==> src/rtl/vid_dbg_pkg.sv <==
// vid_dbg_pkg: state encoding and default widths shared by the video debug monitors
package vid_dbg_pkg;
   localparam int CNT_WIDTH_DEF = 16;
   localparam int FCNT_WIDTH_DEF = 32;
   localparam logic [1:0] ST_WAIT_SOF = 2'd0;
   localparam logic [1:0] ST_FIRST_LINE = 2'd1;
   localparam logic [1:0] ST_ACTIVE = 2'd2;
   typedef enum logic [1:0] {
      WAIT_SOF = ST_WAIT_SOF,
      FIRST_LINE = ST_FIRST_LINE,
      ACTIVE = ST_ACTIVE
   } meas_state_t;
endpackage

==> src/rtl/vid_sat_counter.sv <==
// vid_sat_counter: loadable up-counter that sticks at all-ones instead of wrapping
module vid_sat_counter
   import vid_dbg_pkg::*;
#(
   parameter int WIDTH = CNT_WIDTH_DEF
) (
   input  logic             aclk,
   input  logic             reset,
   input  logic             inc,
   input  logic             load,
   input  logic [WIDTH-1:0] load_val,
   output logic [WIDTH-1:0] cnt
);
   always_ff @(posedge aclk)
      if (reset) cnt <= '0;
      else if (load) cnt <= load_val;
      else if (inc && !(&cnt)) cnt <= cnt + 1'b1;
endmodule

==> src/rtl/vid_frame_meas.sv <==
// vid_frame_meas: passive AXI4-Stream video monitor measuring line length, lines per frame and frame count
module vid_frame_meas
   import vid_dbg_pkg::*;
#(
   parameter int CNT_WIDTH = CNT_WIDTH_DEF,
   parameter int FCNT_WIDTH = FCNT_WIDTH_DEF
) (
   input  logic                  aclk,
   input  logic                  reset,
   input  logic                  s_axis_tvalid,
   input  logic                  s_axis_tready,
   input  logic                  s_axis_tuser,
   input  logic                  s_axis_tlast,
   input  logic                  clr_err,
   output logic [CNT_WIDTH-1:0]  pixels_per_line,
   output logic [CNT_WIDTH-1:0]  lines_per_frame,
   output logic [FCNT_WIDTH-1:0] frame_count,
   output logic                  meas_valid,
   output logic                  err_eol_early,
   output logic                  err_eol_late,
   output logic                  err_sof_mid,
   output logic                  err_frame_size
);
   meas_state_t st;
   logic beat, sof, eol, in_frame, first, active, commit;
   logic pix_load, pix_inc, line_load, line_inc;
   logic late_ev, early_ev, sofmid_ev, fsize_ev;
   logic [CNT_WIDTH-1:0] pix_cnt, pix_n, line_cnt, ref_len;
   assign beat = s_axis_tvalid & s_axis_tready;
   assign sof = beat & s_axis_tuser;
   assign eol = beat & s_axis_tlast;
   assign in_frame = st != WAIT_SOF;
   assign first = st == FIRST_LINE;
   assign active = st == ACTIVE;
   assign pix_n = &pix_cnt ? pix_cnt : pix_cnt + 1'b1;
   // SOF+EOL on one beat collapses to a finished 1-pixel first line
   assign pix_load = sof | (eol & in_frame);
   assign pix_inc = beat & in_frame & ~eol;
   assign line_load = sof | (eol & first);
   assign line_inc = eol & active & ~sof;
   assign commit = sof & active;
   assign late_ev = beat & ~sof & ~eol & active & (pix_n >= ref_len);
   assign early_ev = eol & ~sof & active & (pix_n < ref_len);
   assign sofmid_ev = sof & in_frame & (pix_cnt != '0);
   assign fsize_ev = commit & meas_valid & (line_cnt != lines_per_frame);
   vid_sat_counter #(.WIDTH(CNT_WIDTH)) u_pix_cnt (
      .aclk(aclk),
      .reset(reset),
      .inc(pix_inc),
      .load(pix_load),
      .load_val(CNT_WIDTH'(sof & ~eol)),
      .cnt(pix_cnt)
   );
   vid_sat_counter #(.WIDTH(CNT_WIDTH)) u_line_cnt (
      .aclk(aclk),
      .reset(reset),
      .inc(line_inc),
      .load(line_load),
      .load_val(CNT_WIDTH'(eol)),
      .cnt(line_cnt)
   );
   always_ff @(posedge aclk) begin
      if (reset) begin
         st <= WAIT_SOF;
         ref_len <= '0;
         pixels_per_line <= '0;
         lines_per_frame <= '0;
         frame_count <= '0;
         meas_valid <= 1'b0;
         err_eol_early <= 1'b0;
         err_eol_late <= 1'b0;
         err_sof_mid <= 1'b0;
         err_frame_size <= 1'b0;
      end else begin
         st <= sof ? (eol ? ACTIVE : FIRST_LINE) : (eol && first) ? ACTIVE : st;
         ref_len <= (sof && eol) ? CNT_WIDTH'(1) : (eol && first) ? pix_n : ref_len;
         if (commit) begin
            lines_per_frame <= line_cnt;
            pixels_per_line <= ref_len;
            frame_count <= frame_count + 1'b1;
            meas_valid <= 1'b1;
         end
         err_eol_early <= early_ev | (err_eol_early & ~clr_err);
         err_eol_late <= late_ev | (err_eol_late & ~clr_err);
         err_sof_mid <= sofmid_ev | (err_sof_mid & ~clr_err);
         err_frame_size <= fsize_ev | (err_frame_size & ~clr_err);
      end
   end
endmodule

==> config.mk <==
export PLATFORM = sky130hd
export DESIGN_NAME = vid_frame_meas
export DESIGN_NICKNAME = d
export VERILOG_FILES = /design/src/rtl/vid_dbg_pkg.sv /design/src/rtl/vid_sat_counter.sv /design/src/rtl/vid_frame_meas.sv
export SDC_FILE = /design/constraint.sdc
export NUM_CORES = 1
export LEC_CHECK = 0
export BUFFER_PORTS_ARGS = -buffer_cell sky130_fd_sc_hd__buf_4
export CORE_UTILIZATION = 60
export DETAILED_ROUTE_END_ITERATION = 16
export GPL_TIMING_DRIVEN = 0
export PLACE_DENSITY = 0.91
export SLEW_MARGIN = 10
export SYNTH_ARGS = -nofsm -noshare
export SYNTH_HDL_FRONTEND = slang
export SYNTH_SLANG_ARGS = --single-unit
==> constraint.sdc <==
create_clock -name aclk -period 5.18 [get_ports aclk]
set_input_delay 0.259 -clock aclk [delete_from_list [all_inputs] [get_ports aclk]]
set_output_delay 0.259 -clock aclk [all_outputs]
set_load 0.05 [all_outputs]
## Word level (Yosys, flattened, before mapping)

Index checks and enable logic that the tools add are counted.

- Bits in registers: 119
- Input bits: 7
- Output and inout bits: 69
- Logic and storage cells: 84

- Multiplexer cells: 10
- Reduce and logical (&&, ||, !) cells: 16
- Magnitude comparators: 2
- Add/sub/neg operators: 3
- Eq/ne operators: 3
- Bitwise gates (word level): 36

Operators by type and width:

| cell | count |
|---|---|
| two-way mux 16 bit | 3 |
| adder 16 x 1 -> 16 bit (second input constant) | 2 |
| adder 32 x 1 -> 32 bit (second input constant) | 1 |
| AND reduction 16 bit | 2 |
| bitwise AND 1 bit | 25 |
| bitwise AND 1 x 16 -> 16 bit | 1 |
| >= comparator 16 bit | 1 |
| < comparator 16 bit | 1 |
| != test 16 bit | 1 |
| NOT 1 -> 16 bit | 1 |
| nonzero test 16 bit | 1 |
| nonzero test 2 bit | 5 |
| two-way mux 2 bit | 3 |
| bitwise OR 1 bit | 6 |
| logical AND 1 bit | 4 |
| two-way mux 1 bit | 4 |
| OR reduction 2 bit | 2 |
| NOT 1 bit | 3 |
| equality test 2 x 1 -> 1 bit (second input constant) | 1 |
| equality test 2 bit (second input constant) | 1 |
| logical NOT 1 bit | 2 |

## Longest topological paths before layout

Gate-level depths: netlist of the first run.

- Depth in word-level cells: 8
- Mapped depth: 12
- Depth with buffers taken out: 12

## By module

A second synthesis of the first run with hierarchy kept.

- Cell total of the unflattened synthesis: 822
- Area total of the unflattened synthesis: 6546.3 um^2

By module, submodules not included:

| module | cells each | times used | area each (um^2) | seq. area each (um^2) |
|---|---|---|---|---|
| vid_frame_meas | 556 | 1 | 4446.8 | 1741.7 |
| vid_sat_counter | 133 | 2 | 1049.8 | 320.3 |

## Least setup slack after synthesis of the first run

No wires, ideal clock.

- Kind: reg2reg
- Start point: register u_pix_cnt.cnt[0]
- End point: register err_eol_late
- Buffers on the path: 1
- Arrival time: 2738 ps
- Setup time: 132 ps
- Path slack: 2310 ps
- Cell stages (with the launch flop): 13
- Required time: 5048 ps
- Period minus slack after synthesis: 2870 ps
- Cells stage by stage: dfxtp_1 ha_1 nand3_1 nor3_1 nand3_1 clkbuf_1 nand2_1 ha_1 and3_1 a221oi_1 nor3_1 a211oi_1 o211ai_1

- Longest elaborated chain between the ends: 5
- Elaborated cells on any way between the ends: 6
- Those cells by class: add/sub (1); order compare (1); mux (1); bitwise (2); reduce/logical (1)

RTL lines:

| element | line | RTL |
|---|---|---|
| from (decl) | vid_sat_counter.sv:12 | `output logic [WIDTH-1:0] cnt` |
| from (signal assigned) | vid_sat_counter.sv:16 | `else if (load) cnt <= load_val;` |
| from (signal assigned) | vid_sat_counter.sv:17 | `else if (inc && !(&cnt)) cnt <= cnt + 1'b1;` |
| adder 16 x 1 -> 16 bit or AND reduction 16 bit (tied branches) | vid_frame_meas.sv:35 | `assign pix_n = &pix_cnt ? pix_cnt : pix_cnt + 1'b1;` |
| two-way mux 16 bit (*) | vid_frame_meas.sv:35 |  |
| named net pix_n[7] | vid_frame_meas.sv:28 | `logic [CNT_WIDTH-1:0] pix_cnt, pix_n, line_cnt, ref_len;` |
| >= comparator 16 bit (*) | vid_frame_meas.sv:42 | `assign late_ev = beat & ~sof & ~eol & active & (pix_n >= ref_len);` |
| bitwise AND 1 bit (*) | vid_frame_meas.sv:42 |  |
| bitwise OR 1 bit (*) | vid_frame_meas.sv:84 | `err_eol_late <= late_ev \| (err_eol_late & ~clr_err);` |
| to (signal assigned) | vid_frame_meas.sv:84 |  |
| to (decl) | vid_frame_meas.sv:20 | `output logic err_eol_late,` |

The timed path passes the listed nets; every way through them passes the cells marked *.
A chain may end at the register's enable or synchronous reset.

## Worst setup path after layout of the first run

Ends and elaborated chain as after synthesis.

==> out/results.tsv, run 1 <==
stage	metric	value	unit
yosys	synthesized instance count	726	
sta	worst setup margin	1480	ps
sta	Max Fclk	270	MHz
detailed_routing	Routed wire per std cell	17.6	µm
global_route	largest net degree at the start of global routing	17	
cts	# H-tree levels	4	
yosys	synth top area cells	dfxtp_1 40%, xor2_1 9.5%, nand2_1 7.1%, nor2_1 5.1%, a21oi_1 4.2%	
sta	period utilisation layout	71.4	%
cts	post-CTS sizing	0	
yosys	Syn Nets	753	
setup_path	Arrival @ worst endpoint	4110	ps
sta	relative slew slack	52.8	%
yosys	warnings from Yosys	0	
setup_path	CP required	5590	ps
detailed_routing	First-pass DRT Iterations	7	
yosys	ys async rst share	0	%
floorplan	core box area	9420	µm²
cts	CTS clk-pin slew, worst paths	60	ps
setup_path	critical path's most frequent cell	nand3_1	
global_route	initial antenna violation count	0	
yosys	most common cell in the synthesized netlist	dfxtp_1	
global_route	global-route wire length before repair	27.4	mm
sta	Setup TNS	0	ps
yosys	cell area after synthesis	5920	µm²
yosys	Post-synth EDFFs	0	
cts	clk_lat worst skew	540	ps
place	IO buf count	75	
floorplan	die area	10300	µm²
floorplan	Initial Util	62.9	%
floorplan	row count	35	
cells_and_area	FF+latch area	2380	µm²
place	Setup Slack @ Placement	1650	ps
detailed_routing	# DRC	0	
sta	Fin. Hold Viols	0	
floorplan	Die H	101	µm
sta	RSZ-0062 raised after global routing	false	
worst_hold_path	Worst Hold Class	input pin to flip-flop	
yosys	area leader, netlist	dfxtp_1	
yosys	Yosys reg bits	119	
cts	CTS tree	built	
power_and_ir_drop	Lkg Pwr	2.90	nW
sta	max-slew violations	0	
cells_and_area	Fill cells	610	
place	gp weighted congestion	1.01	
power_and_ir_drop	Overall Power	0.00210	W
yosys	Synth top area share	40.2	%
global_route	vias in the first global route	5788	
detailed_routing	Vias	5846	
sta	Final setup viols	0	
setup_path	worst-path maximum fanout	10	
power_and_ir_drop	PD cells	291	nW/µm²
cells_and_area	Multi-input gate area	3240	µm²
setup_path	CP peak stage delay	480	ps
place	dpl hpwl	11.1	mm
cells_and_area	Syn-to-layout area delta	21.6	%
cts	Setup Buffers After CTS	0	
setup_path	WS Path Type	flip-flop to flip-flop	
cells_and_area	layout net count	847	
setup_path	R2R Setup Slk	1480	ps
cts	total CTS buffers	17	
setup_path	CP max stage cell	dfxtp_1	
floorplan	I/O pins	76	
yosys	sequential element share of the synthesized area	40.2	%
sta	skew final	10.1	ps
setup_path	Crit. End Element	flip-flop	
cells_and_area	Finished Core Util	76.5	%
cells_and_area	Finished Layout Cells	962	
global_route	global route overflow	0	
global_route	Total GRT Usage	34.6	%
outcome	status	finished clean	
cts	maximum clock insertion buffer count	2	
job	MaxCap Viol Count	0	
cts	Post-CTS Hold Fix Bufs	0	
detailed_routing	via/cell ratio	6.08	
floorplan	Die Wd	101	µm
yosys	dominant synthesized flop cell	dfxtp_1	
power_and_ir_drop	worst vdd ir	0.222	mV
detailed_routing	WL final	17.0	mm
detailed_routing	ANT nets after route	0	
sta	Worst Tran Pin Value	708	ps
setup_path	CP Cell Sequence	ha_1 -> nand3_1 -> nor3_1 -> nand3_1 -> clkbuf_1 -> nand2_1 -> ha_1 -> and4_1 -> nand3_1 -> o221ai_1 -> a211oi_1 -> o211ai_1	
cts	Clock Sink Count	119	
cts	Clock Root Buffer	clkbuf_8	
yosys	most frequent cells after synthesis	119 x dfxtp_1, 112 x nand2_1, 81 x nor2_1	
yosys	post-synth cell types	55	
place	Inst Count DP	930	
setup_path	Startpoint Class	flip-flop	
cells_and_area	antenna diode count	0	
sta	minimum clock period	3700	ps
cells_and_area	share of cells above drive strength 1	16.7	%
detailed_routing	Iteration-0 DRC Markers	543	
yosys	syn_area_per_cell	8.16	µm²
-- worst max-delay path: cells and delay by family, from the launching register on --
| family | cells | cell delay, ps |
|---|---|---|
| buffers and inverters | 1 | 320 |
| DFF | 1 | 480 |
| adders and majority gates | 2 | 550 |
| AOI/OAI and AO/OA | 3 | 690 |
| and+or+nand+nor | 6 | 1520 |
-- layout make-up --
type	instances	share of cell area (%)
Clock buffer	18	5.80
Tap cell	129	2.24
Timing Repair Buffer	75	7.82
Multi-Input combinational cell	537	45.0
Inverter	27	1.41
Clock inverter	14	1.89
Buffer	43	2.78
Sequential cell	119	33.1
-- flip-flops by register name, indices dropped and copies added, names as in the netlist --
register,count
frame_count,32
lines_per_frame,16
pixels_per_line,16
ref_len,16
u_line_cnt.cnt,16
u_pix_cnt.cnt,16
st,2
err_eol_early,1
err_eol_late,1
err_frame_size,1
err_sof_mid,1
meas_valid,1
-- worst paths after layout --
| path | depth (start not counted) | endpoint | from |
|---|---|---|---|
| min | 3 | st[1]$_SDFFE_PP0P_ | s_axis_tuser |
| max reg2reg | 12 | err_eol_late$_SDFF_PP0_ | u_pix_cnt.cnt[0]$_SDFFE_PP0P_ |
| max | 12 | err_eol_late$_SDFF_PP0_ | u_pix_cnt.cnt[0]$_SDFFE_PP0P_ |
| min reg2reg | 2 | pixels_per_line[1]$_SDFFE_PP0P_ | pixels_per_line[1]$_SDFFE_PP0P_ |
-- metal layers --
metal | global-route usage [%] | up-vias | routed length [µm]
li1 | - | 2690 | -
met1 | 37.9 | 2741 | 6390
met2 | 60.0 | 323 | 8410
met3 | 8.76 | 92 | 1370
met4 | 21.7 | 0 | 779
met5 | 0 | - | 0
-- per-stage QoR --
| step | instance area, µm² | hold WS [ps] |
|---|---|---|
| after floorplan | 5920 | 432 |
| after global placement | 6650 | 447 |
| final | 7200 | 95.5 |
| after global routing | 7200 | 115 |
| after CTS | 7200 | 86.3 |
| after detailed placement | 6650 | 453 |
-- where the power goes --
part / switching [W] / leakage [nW] / internal [W]
registers: 0.00000407 / 0.959 / 0.000918
clock network: 0.000473 / 0.264 / 0.000647
logic: 0.0000387 / 1.68 / 0.0000153
-- layout by cell type (no fill, tap or decap), drive strengths merged, types with 3 or more instances in the layout --
cell	netlist	final
a21o	3	3
a21oi	50	50
a311oi	8	8
a31oi	9	9
and2	3	3
and3	10	10
and4	6	6
buf	13	88
clkbuf	30	48
clkinvlp	0	3
dfxtp	119	119
ha	20	20
inv	27	35
nand2	112	112
nand2b	3	3
nand3	39	39
nand3b	5	5
nand4	24	24
nand4b	3	3
nor2	82	82
nor3	15	15
nor3b	4	4
nor4	13	13
o21ai	14	14
or2	3	3
or3	5	5
xnor2	19	19
xor2	64	64
-- kinds of logic after synthesis --
group	Yosys count	synth area share, %
compound gates	97	9.88
xor+xnor	83	12.3
fa+ha+maj	20	4.22
buf+inv	70	5.09
flops	119	40.2
mux	2	0.380
simple gates	335	27.9
No activity file was read; power rests on OpenSTA's default activity.
==> run 2: changes to the inputs <==
--- a/config.mk
+++ b/config.mk
@@ -6,10 +6,10 @@
 export NUM_CORES = 1
 export LEC_CHECK = 0
 export BUFFER_PORTS_ARGS = -buffer_cell sky130_fd_sc_hd__buf_4
-export CORE_UTILIZATION = 60
+export CORE_UTILIZATION = 58
 export DETAILED_ROUTE_END_ITERATION = 16
 export GPL_TIMING_DRIVEN = 0
-export PLACE_DENSITY = 0.91
+export PLACE_DENSITY = 0.89
 export SLEW_MARGIN = 10
 export SYNTH_ARGS = -nofsm -noshare
 export SYNTH_HDL_FRONTEND = slang
==> constraint.sdc (replaced) <==
create_clock -name aclk -period 3.7 [get_ports aclk]
set_input_delay 0.185 -clock aclk [delete_from_list [all_inputs] [get_ports aclk]]
set_output_delay 0.185 -clock aclk [all_outputs]
set_load 0.05 [all_outputs]
==> run 2 against run 1 <==
  * Die area is 3.4% higher
  * Sequential power is 40% higher
  * Worst setup slack worse by 1200 ps
  * Fmax is 6.8% higher
  * Via count is 1.3% lower
  * Register-to-register slack worse by 1200 ps
  * Combinational power is 38% higher
  * Non-clock buffer count stayed put
  * Clock power is 51% higher
  * Design area is 1.0% higher
  * Critical path type unchanged
  * Largest cell class unchanged
==> out/results.tsv, run 2 (same netlist as run 1, synthesis figures left out) <==
stage	metric	value	unit	change
detailed_routing	First-pass DRT Iterations	8		+1
cells_and_area	layout net count	847		unchanged
sta	max-slew violations	0		unchanged
setup_path	WS Path Type	flip-flop to flip-flop		
global_route	global-route wire length before repair	25.5	mm	-7.2%
floorplan	I/O pins	76		unchanged
setup_path	Crit. End Element	flip-flop		
cells_and_area	commonest non-fill, non-tap cell in the layout	dfxtp_1		
floorplan	Die H	103	µm	+1.7%
place	Setup Slack @ Placement	182	ps	-1460 ps
cts	clk_lat worst skew	520	ps	-20 ps
floorplan	Initial Util	60.3	%	-2.6 points
cells_and_area	Syn-to-layout area delta	22.8	%	
floorplan	die area	10600	µm²	+3.4%
cts	Clock Root Buffer	clkbuf_8		
global_route	largest net degree at the start of global routing	17		unchanged
power_and_ir_drop	Overall Power	0.00306	W	+46%
detailed_routing	Routed wire per std cell	16.4	µm	-6.9%
cts	CTS tree	built		
cells_and_area	Multi-input gate area	3250	µm²	+0.31%
sta	period utilisation layout	93.6	%	+22 points
floorplan	row count	36		+2.9%
sta	Fin. Hold Viols	0		unchanged
sta	minimum clock period	3460	ps	-237 ps
detailed_routing	# DRC	0		unchanged
cells_and_area	FF+latch area	2380	µm²	unchanged
sta	Final setup viols	0		unchanged
detailed_routing	Iteration-0 DRC Markers	389		-28%
cells_and_area	leading cell types in the layout, fill and taps excluded	119 x dfxtp_1, 112 x nand2_1, 81 x nor2_1		
setup_path	Arrival @ worst endpoint	3860	ps	-250 ps
cells_and_area	flip-flop count of the largest register after layout	32		unchanged
sta	Worst Tran Pin Value	752	ps	+44.3 ps
setup_path	worst-path maximum fanout	7		-3
global_route	vias in the first global route	5490		-5.1%
detailed_routing	via/cell ratio	5.97		-1.7%
setup_path	CP max stage cell	dfxtp_1		
sta	skew final	8.12	ps	-2.00 ps
worst_hold_path	Worst Hold Class	input pin to flip-flop		
cts	# H-tree levels	4		unchanged
global_route	initial antenna violation count	0		unchanged
setup_path	CP required	4090	ps	-1500 ps
cells_and_area	most flop-heavy register	frame_count		
cells_and_area	antenna diode count	0		unchanged
cts	maximum clock insertion buffer count	2		unchanged
job	MaxCap Viol Count	0		unchanged
sta	worst setup margin	238	ps	-1240 ps
power_and_ir_drop	worst vdd ir	0.338	mV	+52%
setup_path	CP Cell Sequence	ha_1 -> nand3_1 -> nor3_2 -> nand4_1 -> mux2_2 -> ha_1 -> and4_1 -> nand3_1 -> o221ai_1 -> a211oi_1 -> o211ai_1		
place	dpl hpwl	10.8	mm	-2.1%
setup_path	Startpoint Class	flip-flop		
global_route	Total GRT Usage	31.0	%	-3.6 points
floorplan	Die Wd	103	µm	+1.7%
outcome	status	finished clean		
sta	Max Fclk	289	MHz	+6.8%
cts	CTS clk-pin slew, worst paths	60	ps	about the same
detailed_routing	ANT nets after route	0		unchanged
floorplan	core box area	9820	µm²	+4.3%
setup_path	CP peak stage delay	490	ps	about the same
detailed_routing	WL final	15.8	mm	-6.6%
global_route	global route overflow	0		unchanged
cells_and_area	share of cells above drive strength 1	17.0	%	+0.36 points
place	IO buf count	75		unchanged
power_and_ir_drop	PD cells	420	nW/µm²	+44%
cts	Clock Sink Count	119		unchanged
detailed_routing	Vias	5768		-1.3%
cells_and_area	Fill cells	670		+9.8%
power_and_ir_drop	Lkg Pwr	2.92	nW	+0.65%
place	gp weighted congestion	0.980		-2.6%
sta	relative slew slack	49.7	%	-3.1 points
cts	total CTS buffers	17		unchanged
-- run 2: changes by cell type in the layout (fill, tap and decap cells not counted), moves of 2 or more --
cell        before  now
clkinvlp_4       3    5
clkinv_4         1    3
inv_6            8    2
bufinv_16        1    3
clkbuf_8         1    3
-- run 2: final cells by class --
class | instances | area share [%]
inverters | 27 | 1.39
multi-input cells | 537 | 44.7
clock buffers | 19 | 6.07
flip-flops and latches | 119 | 32.7
repair buffers | 75 | 7.74
clock inverters | 13 | 2.36
plain buffers | 43 | 2.75
well taps | 133 | 2.29
-- run 2: final timing paths --
check / from / to / slack [ps] / depth (start not counted)
worst max register to register: u_pix_cnt.cnt[0]$_SDFFE_PP0P_ / err_eol_late$_SDFF_PP0_ / 240 / 11
worst min-delay path: clr_err / err_eol_late$_SDFF_PP0_ / 8 / 4
worst min register to register: pixels_per_line[2]$_SDFFE_PP0P_ / pixels_per_line[2]$_SDFFE_PP0P_ / 450 / 2
worst max-delay path: u_pix_cnt.cnt[0]$_SDFFE_PP0P_ / err_eol_late$_SDFF_PP0_ / 240 / 11
-- run 2: per-stage QoR --
step | hold slack [ps] | area (µm²) | std cells | util [%] | setup TNS [ps]
2_1_floorplan | 377 | 5920 | 726 | - | 0
3_3_place_gp | 446 | 6650 | 934 | 67.8 | 0
3_5_place_dp | 447 | 6650 | 934 | 67.8 | 0
4_1_cts | 1.31 | 7270 | 966 | 74.0 | 0
5_1_grt | 18.7 | 7280 | 966 | 74.1 | -1.46
6_report | 7.60 | 7280 | 966 | 74.1 | 0
-- run 2: repair_timing --
item                       4_1_cts  5_1_grt
hold buffers                     0        0
resized for setup                0        2
buffers inserted                 0        0
hold endpoints to repair         0        0
setup endpoints to repair        0        2
-- run 2: report_power, final --
part | switching (W) | total, W | internal [W]
Combinational | 0.0000531 | 0.0000745 | 0.0000214
Clock | 0.000622 | 0.00169 | 0.00107
Sequential | 0.00000574 | 0.00129 | 0.00129
-- run 2: worst max-delay path, delay by kind of cell (launching register included) --
| kind | cells | cell delay (ps) |
|---|---|---|
| adder cells (fa/ha/maj) | 2 | 590 |
| AO/OA/AOI/OAI | 3 | 650 |
| multiplexers | 1 | 340 |
| AND/OR/NAND/NOR | 5 | 1250 |
| flip-flops | 1 | 490 |
-- run 2: metal layers --
layer | part of all wire (%) | up-vias | wire length, µm | global-route usage (%)
met5 | 0 | - | 0 | 0
met4 | 3.0 | 0 | 476 | 15.2
met3 | 8.0 | 68 | 1280 | 7.05
met2 | 51 | 318 | 8060 | 55.1
met1 | 38 | 2698 | 6030 | 35.1
li1 | - | 2684 | - | -
